`config.mk`:
```
export PLATFORM = sky130hd
export DESIGN_NAME = ahb_slave_if_param
export DESIGN_NICKNAME = d
export VERILOG_FILES = /design/src/rtl/ahb_slave_if_param.sv
export SDC_FILE = /design/constraint.sdc
export NUM_CORES = 1
export LEC_CHECK = 0
export ABC_AREA = 1
export BUFFER_PORTS_ARGS = -buffer_cell sky130_fd_sc_hd__buf_2
export CORE_AREA = 3 3 107 109
export CTS_CLUSTER_SIZE = 28
export DETAILED_ROUTE_END_ITERATION = 7
export DIE_AREA = 0 0 110 112
export PLACE_DENSITY_LB_ADDON = 0.2
export SETUP_SLACK_MARGIN = 0.3
export SKIP_CTS_REPAIR_TIMING = 1
export SKIP_LAST_GASP = 1
export SYNTH_ARGS = -nofsm -noshare
export SYNTH_HDL_FRONTEND = slang
export SYNTH_SLANG_ARGS = --single-unit
```
`constraint.sdc`:
```
create_clock -name Hclk -period 1.8 [get_ports Hclk]
set_clock_uncertainty 0.05 [all_clocks]
set_input_delay 0.27 -clock Hclk [delete_from_list [all_inputs] [get_ports Hclk]]
set_output_delay 0.27 -clock Hclk [all_outputs]
set_load 0.05 [all_outputs]
```
`src/rtl/ahb_slave_if_param.sv`:
```
// ahb_slave_if_param: AHB-side slave of the AHB2APB bridge that decodes, pipelines and returns read data.
// Define AHB_SLV_ERR_RESP_EN to add the two-cycle ERROR response for unmapped addresses.
module ahb_slave_if_param #(
  parameter int                ADDR_W      = 32,
  parameter int                DATA_W      = 32,
  parameter int                NUM_SLV     = 3,
  parameter logic [ADDR_W-1:0] BASE_ADDR   = 32'h8000_0000,
  parameter int                REGION_BITS = 26
) (
  input  logic              Hclk,
  input  logic              Hreset,
  input  logic              Hwrite,
  input  logic              Hreadyin,
  input  logic [1:0]        Htrans,
  input  logic [ADDR_W-1:0] Haddr,
  input  logic [DATA_W-1:0] Hwdata,
  input  logic [DATA_W-1:0] Prdata,
  output logic              valid,
  output logic [ADDR_W-1:0] Haddr1,
  output logic [ADDR_W-1:0] Haddr2,
  output logic [DATA_W-1:0] Hwdata1,
  output logic [DATA_W-1:0] Hwdata2,
  output logic              Hwritereg,
  output logic [NUM_SLV-1:0] tempselx,
  output logic [DATA_W-1:0] Hrdata,
  output logic [1:0]        Hresp,
  output logic              Hreadyout
);

  localparam logic [1:0] TR_NONSEQ = 2'b10;
  localparam logic [1:0] TR_SEQ    = 2'b11;

  logic [ADDR_W-1:0] off;
  logic [ADDR_W-1:0] idx;
  logic              in_range;
  logic              active;
  logic              err_idle;

  // The lower-bound test stops a wrapped subtraction from aliasing into the window.
  assign off      = Haddr - BASE_ADDR;
  assign idx      = off >> REGION_BITS;
  assign in_range = (Haddr >= BASE_ADDR) && (idx < ADDR_W'(NUM_SLV));
  assign active   = Hreadyin && (Htrans inside {TR_NONSEQ, TR_SEQ});
  assign valid    = active && in_range && err_idle;
  assign Hrdata   = Prdata;

  always_comb begin
    tempselx = '0;
    for (int i = 0; i < NUM_SLV; i++) begin
      if (in_range && (idx == ADDR_W'(i))) tempselx[i] = 1'b1;
    end
  end

  always_ff @(posedge Hclk) begin
    if (Hreset) begin
      Haddr1    <= '0;
      Haddr2    <= '0;
      Hwdata1   <= '0;
      Hwdata2   <= '0;
      Hwritereg <= 1'b0;
    end else if (Hreadyin) begin
      Haddr1    <= Haddr;
      Haddr2    <= Haddr1;
      Hwdata1   <= Hwdata;
      Hwdata2   <= Hwdata1;
      Hwritereg <= Hwrite;
    end
  end

`ifdef AHB_SLV_ERR_RESP_EN
  typedef enum logic [1:0] {
    S_IDLE,
    S_ERR1,
    S_ERR2
  } err_state_t;

  err_state_t err_state;

  // Transfers arriving during either ERROR cycle are ignored, so ERR2 always returns to IDLE.
  always_ff @(posedge Hclk) begin
    if (Hreset) begin
      err_state <= S_IDLE;
      Hresp     <= 2'b00;
      Hreadyout <= 1'b1;
    end else begin
      case (err_state)
        S_IDLE: begin
          if (active && !in_range) begin
            err_state <= S_ERR1;
            Hresp     <= 2'b01;
            Hreadyout <= 1'b0;
          end
        end
        S_ERR1: begin
          err_state <= S_ERR2;
          Hresp     <= 2'b01;
          Hreadyout <= 1'b1;
        end
        default: begin
          err_state <= S_IDLE;
          Hresp     <= 2'b00;
          Hreadyout <= 1'b1;
        end
      endcase
    end
  end

  assign err_idle = (err_state == S_IDLE);
`else
  assign Hresp     = 2'b00;
  assign Hreadyout = 1'b1;
  assign err_idle  = 1'b1;
`endif

endmodule

```
==> run_results.csv, run 1 <==
group,metric,value,unit
sta,drv_slew,0,
yosys,netlist_top_cells_count,"nor2_1, dfxtp_1, o21ai_0, nor2_2, buf_4",
worst_setup_path,startpoint_type,"flip-flop",
power,power-per-cell-area,1150,nW/um^2
sta,min_period,1470,ps
worst_setup_path,critPathMaxStageDelay,380,ps
worst_setup_path,critPathBufInv,1,
yosys,netlist_area,5150,sq um
worst_setup_path,critPathArrivalTime,1150,ps
layout,n_fill_cell,844,
sta,max_freq,0.680,GHz
sta,rsz0062_at_grt,"yes",
global_routing,grt_pass1_wl,19.8,mm
global_routing,grt_max_degree,130,
sta,hold_viol_final,2,
layout,stdcell_count,982,
yosys,synth_top_area_share,50.1,%
sta,setup_viol,0,
clock_tree,cts_tree,"yes",
floorplanning,dieArea,12300,sq um
power,vdd_ir_drop_max,740,uV
global_routing,track_usage,20.2,%
power,p_leak,3.40,nW
run_status,violations,"hold timing",
detailed_routing,routed-via-count,4767,
yosys,ys_seq_area_share,50.1,%
layout,nNetsFinal,933,
yosys,yosys_warnings,0,
worst_setup_path,cp.depth,1,
placed_design,gp_congestion,0.795,
clock_tree,cts_buffers,17,
worst_setup_path,critPathTopFamily,"flip-flops",
layout,layout-drive-gt1-share,40.5,%
detailed_routing,drtPass1Iterations,4,
layout,multiInputGateArea,1930,sq um
hold_path,holdPathStages,3,
worst_setup_path,path_max_fanout,3,
yosys,yosysUniqueCellTypes,16,
worst_setup_path,required,1480,ps
clock_tree,clkTransAtPathRegs,60,ps
yosys,synth_area_leaders,"dfxtp_1, nor2_2, nor2_1",
worst_setup_path,rrSetupSlack,1050,ps
placed_design,io_buffers,201,
global_routing,antenna_found_initial,0,
run_status,status,"finished with violations",
global_routing,overflow,0,
hold_path,hold_class,"in -> reg",
clock_tree,clockBufferDepth,2,
run,cap_violations,0,
clock_tree,cts_root_buf,"clkbuf_8",
placed_design,dpl.cell_count,889,
detailed_routing,wl_per_cell,14.1,um
worst_setup_path,path_cells,"clkbuf_4",
detailed_routing,route.detailed.drc,0,
worst_setup_path,ff2ff_path_depth,2,
floorplanning,rows,38,
detailed_routing,drtIter0Drc,350,
floorplanning,core_area,10700,sq um
detailed_routing,drt_wl_total,13.8,mm
yosys,synthCells,614,
worst_setup_path,critical_path_class,"reg -> out",
placed_design,dp.final_hpwl,8.52,mm
yosys,synth_seq_cells,129,
clock_tree,insertion_delay,520,ps
placed_design,dpl-instance-area,5830,sq um
yosys,synth-main-ff-cell,"dfxtp_1",
floorplanning,die_y,112,um
layout,area_growth_syn_to_layout,40.3,%
clock_tree,cts_sinks,129,
sta,timing.setup.tns,0,ps
yosys,synth_largest_area_cell,"dfxtp_1",
yosys,synth.avg_cell_area,8.40,sq um
global_routing,grt_pass1_vias,4178,
layout,final_util,67.6,%
sta,post-route-period-util,81.6,%
worst_setup_path,critPathSlowestCell,"dfxtp_1",
yosys,yosysMostFrequentCell,"nor2_1",
clock_tree,htree_num_levels,4,
yosys,synth_edf_count,0,
layout,n_antenna_cell,0,
floorplanning,initial_core_util,48.2,%
worst_setup_path,end_kind,"output port",
detailed_routing,routed_via_density,4.85,
floorplanning,die_w,110,um
yosys,synthArstFlopShare,0,%
floorplanning,io_pins,270,
sta,timing.hold.ws,-12.8,ps
detailed_routing,postRouteAntennaNets,0,
layout,stdcell_area,7230,sq um
layout,regArea,2580,sq um
## metal layers
metal	global-route usage, %	vias to the layer above	part of all wire (%)
met5	0	-	0
met4	9.23	0	2.7
met3	7.71	38	8.1
met2	32.2	178	49
met1	23.8	2214	40
li1	-	2337	-
## worst paths after layout
check	startpoint	to
max	Hwdata1[8]$_SDFFE_PP0P_	Hwdata1[8]
min	Haddr[27]	Haddr1[27]$_SDFFE_PP0P_
max reg2reg	Haddr1[18]$_SDFFE_PP0P_	Haddr1[18]$_SDFFE_PP0P_
min reg2reg	Hwdata2[6]$_SDFFE_PP0P_	Hwdata2[6]$_SDFFE_PP0P_
## stage by stage
| step | hold WS (ps) | power (mW) | worst slack [ps] |
|---|---|---|---|
| global route | 5.19 | 8.65 | 267 |
| global placement | 412 | 4.65 | 506 |
| finish | -12.8 | 8.32 | 330 |
| CTS | -104 | 8.23 | 247 |
| floorplan | 348 | 4.54 | 360 |
| detailed placement | 429 | 4.68 | 437 |
## cells in the final DEF (no fill, tap or decap)
cell / synthesis / routed
o21ai_0: 110 / 110
bufinv_16: 0 / 4
nor2_1: 164 / 163
dlygate4sd3_1: 0 / 63
nand2_1: 7 / 7
clkinv_2: 0 / 1
nor2_2: 100 / 101
o21ai_1: 19 / 19
clkbuf_8: 0 / 5
buf_4: 36 / 43
conb_1: 2 / 3
inv_1: 3 / 3
dfxtp_1: 129 / 129
clkbuf_1: 18 / 4
buf_12: 9 / 3
inv_2: 2 / 2
clkbuf_4: 0 / 29
inv_6: 0 / 1
clkbuf_16: 0 / 16
buf_2: 9 / 136
## power breakdown
group	internal, mW	switching [mW]	total, mW	leakage (nW)
combinational	0.486	1.12	1.61	2.04
sequential	3.05	0.131	3.19	1.07
clock	2.38	1.15	3.53	0.298
## cell type report
cell class	count	share of cell area [%]
repair buffers	274	26.4
flip-flops and latches	129	35.7
clock inverters	5	1.73
clock buffers	25	6.69
well taps	140	2.42
multi-input cells	403	26.6
inverters	6	0.381
## logic make-up (layout without fill, tap and decap cells)
| family | count (synthesis) | count (layout) | synth area share [%] |
|---|---|---|---|
| other cells | 2 | 3 | 0.146 |
| buf+inv | 83 | 310 | 12.6 |
| compound gates | 129 | 129 | 12.5 |
| flops | 129 | 129 | 50.1 |
| simple gates | 271 | 271 | 24.6 |
## state kept, by name, summed over array words and instances (netlist names)
register	count
Hwdata2	32
Hwritereg	1
Haddr1	32
Haddr2	32
Hwdata1	32
No activity file was read; power rests on OpenSTA's default activity.
==> run 2: changes to the inputs <==
CORE_AREA = 3 3 117 119   (was 3 3 107 109)
DIE_AREA = 0 0 120 122   (was 0 0 110 112)
clock period = 1.32 ns   (was 1.8 ns; I/O delays follow)
==> run 2 against run 1 <==
The flow still finishes with violations (hold timing). Worst setup slack got worse by 180 ps. Final cell count rose by 6.3%. Final area rose by 24%. Via count grew 4.3%. Worst hold slack worse by 5.7 ps. Clock-buffer cell count fell by 1. Core utilization grew 3.2 points. Largest power group unchanged.
==> run_results.csv, run 2 (synthesized netlist as in run 1, its figures left out) <==
group,metric,value,unit
power,power_switching,3.46,mW
placed_design,io_buffers,201,
sta,timing.hold.ws,-18.6,ps
sta,min_period,1170,ps
power,power-per-cell-area,1330,nW/um^2
layout,final_common_cell,"nor2_1",
worst_setup_path,path_cells,"buf_8",
worst_setup_path,cp.depth,1,
sta,rsz0062_at_grt,"yes",
worst_setup_path,end_kind,"output port",
global_routing,grt_pass1_wl,20.4,mm
sta,max_freq,0.856,GHz
sta,setup_viol,0,
layout,layout-drive-gt1-share,59.4,%
clock_tree,htree_num_levels,4,
sta,hold_viol_final,3,
floorplanning,die_y,122,um
hold_path,hold_class,"in -> reg",
run,cap_violations,0,
detailed_routing,routed_via_density,4.76,
floorplanning,core_area,12700,sq um
detailed_routing,routed-via-count,4973,
layout,layout_common_cells,"nor2_1, buf_8, o21ai_0, nor2_2, dfxtp_2",
worst_setup_path,rrSetupSlack,460,ps
clock_tree,cts_root_buf,"clkbuf_16",
clock_tree,cts_sinks,129,
run_status,status,"finished with violations",
layout,area_growth_syn_to_layout,74.0,%
floorplanning,initial_core_util,40.7,%
layout,stdcell_count,1044,
global_routing,grt_pass1_vias,4128,
sta,post-route-period-util,88.5,%
detailed_routing,wl_per_cell,15.3,um
floorplanning,dieArea,14600,sq um
layout,nNetsFinal,963,
clock_tree,clkTransAtPathRegs,50,ps
power,p_sw_share,29.0,%
clock_tree,clockBufferDepth,2,
worst_setup_path,critPathTopFamily,"flip-flops",
floorplanning,io_pins,270,
global_routing,overflow,0,
worst_setup_path,startpoint_type,"flip-flop",
layout,n_antenna_cell,0,
worst_setup_path,ff2ff_path_depth,3,
global_routing,track_usage,17.4,%
power,p_int,8.46,mW
power,pwr-share-seq,37.3,%
clock_tree,insertion_delay,400,ps
placed_design,dpl.cell_count,925,
clock_tree,cts_tree,"yes",
power,p_leak,3.94,nW
worst_setup_path,r2r-end,"Haddr2[11]$_SDFFE_PP0P_",
detailed_routing,drtPass1Iterations,5,
worst_setup_path,critPathMaxStageDelay,360,ps
floorplanning,die_w,120,um
placed_design,dp.final_hpwl,8.77,mm
detailed_routing,postRouteAntennaNets,0,
clock_tree,cts_buffers,17,
worst_setup_path,startpoint,"Hwdata1[29]$_SDFFE_PP0P_",
worst_setup_path,path_max_fanout,3,
worst_setup_path,critPathSlowestCell,"dfxtp_2",
power,vdd_ir_drop_max,883,uV
placed_design,gp_congestion,0.732,
detailed_routing,drt_wl_total,16.0,mm
global_routing,grt_max_degree,66,
floorplanning,rows,41,
worst_setup_path,r2r-start,"Haddr2[11]$_SDFFE_PP0P_",
sta,drv_slew,0,
power,p_comb_share,23.5,%
power,power.share.clock,39.2,%
worst_setup_path,required,1070,ps
global_routing,antenna_found_initial,0,
worst_setup_path,endpoint,"Hwdata1[29]",
worst_setup_path,critical_path_class,"reg -> out",
detailed_routing,drtIter0Drc,265,
detailed_routing,route.detailed.drc,0,
worst_setup_path,critPathArrivalTime,920,ps
worst_setup_path,critPathBufInv,1,
run_status,violations,"hold timing",
run 2: cell types whose count changed in the layout (fill, tap and decap cells not counted), sizes merged:
cell,delta
clkinv,+2
bufinv,-1
buf,+68
clkbuf,-30
dlygate4sd3,-9
run 2: worst min-delay path by stage:
stage | startpoint | endpoint | slack (ps) | cells after the start
6_report | Haddr[0] | Haddr1[0]$_SDFFE_PP0P_ | -20 | 3
5_1_grt | Hwdata[0] | Hwdata1[0]$_SDFFE_PP0P_ | 1 | 3
3_5_place_dp | Prdata[11] | Hrdata[11] | 350 | 0
2_1_floorplan | Haddr[13] | Haddr1[13]$_SDFFE_PP0P_ | 280 | 2
3_3_place_gp | Prdata[11] | Hrdata[11] | 350 | 0
4_1_cts | Haddr[19] | Haddr1[19]$_SDFFE_PP0P_ | -60 | 3
run 2: layout make-up:
class	instances	area (sq um)
Clock buffer	24	482
Sequential cell	129	2850
Multi-Input combinational cell	403	1980
Clock inverter	6	105
Fill cell	891	3700
Inverter	6	30.0
Tap cell	172	215
Timing Repair Buffer	304	3300
run 2: per-stage QoR:
stage	utilization, %	setup TNS [ps]	total power [mW]	setup slack [ps]	area, sq um
global placement	47.1	0	6.39	101	5970
floorplan	-	0	6.19	182	5170
detailed placement	47.1	0	6.42	85.9	5970
finish	70.8	0	11.9	152	8970
global route	70.8	0	12.4	107	8970
CTS	51.7	-397	11.1	-39.6	6550
run 2: per-layer routing:
metal  part of all wire (%)  vias up  routed length, um  GRT usage (%)
li1                       -     2408                  -              -
met1                     37     2327               5920           20.4
met2                     52      182               8380           28.0
met3                    7.3       56               1170           6.59
met4                    3.2        0                504           8.30
met5                      0        -                  0              0
run 2: power by group through the flow:
stage	clock network, mW	logic, mW	registers [mW]
floorplan	0	0.871	5.32
global placement	0	1.99	4.40
detailed placement	0	2.00	4.42
CTS	4.78	2.01	4.34
global route	4.99	2.95	4.47
finish	4.67	2.80	4.45
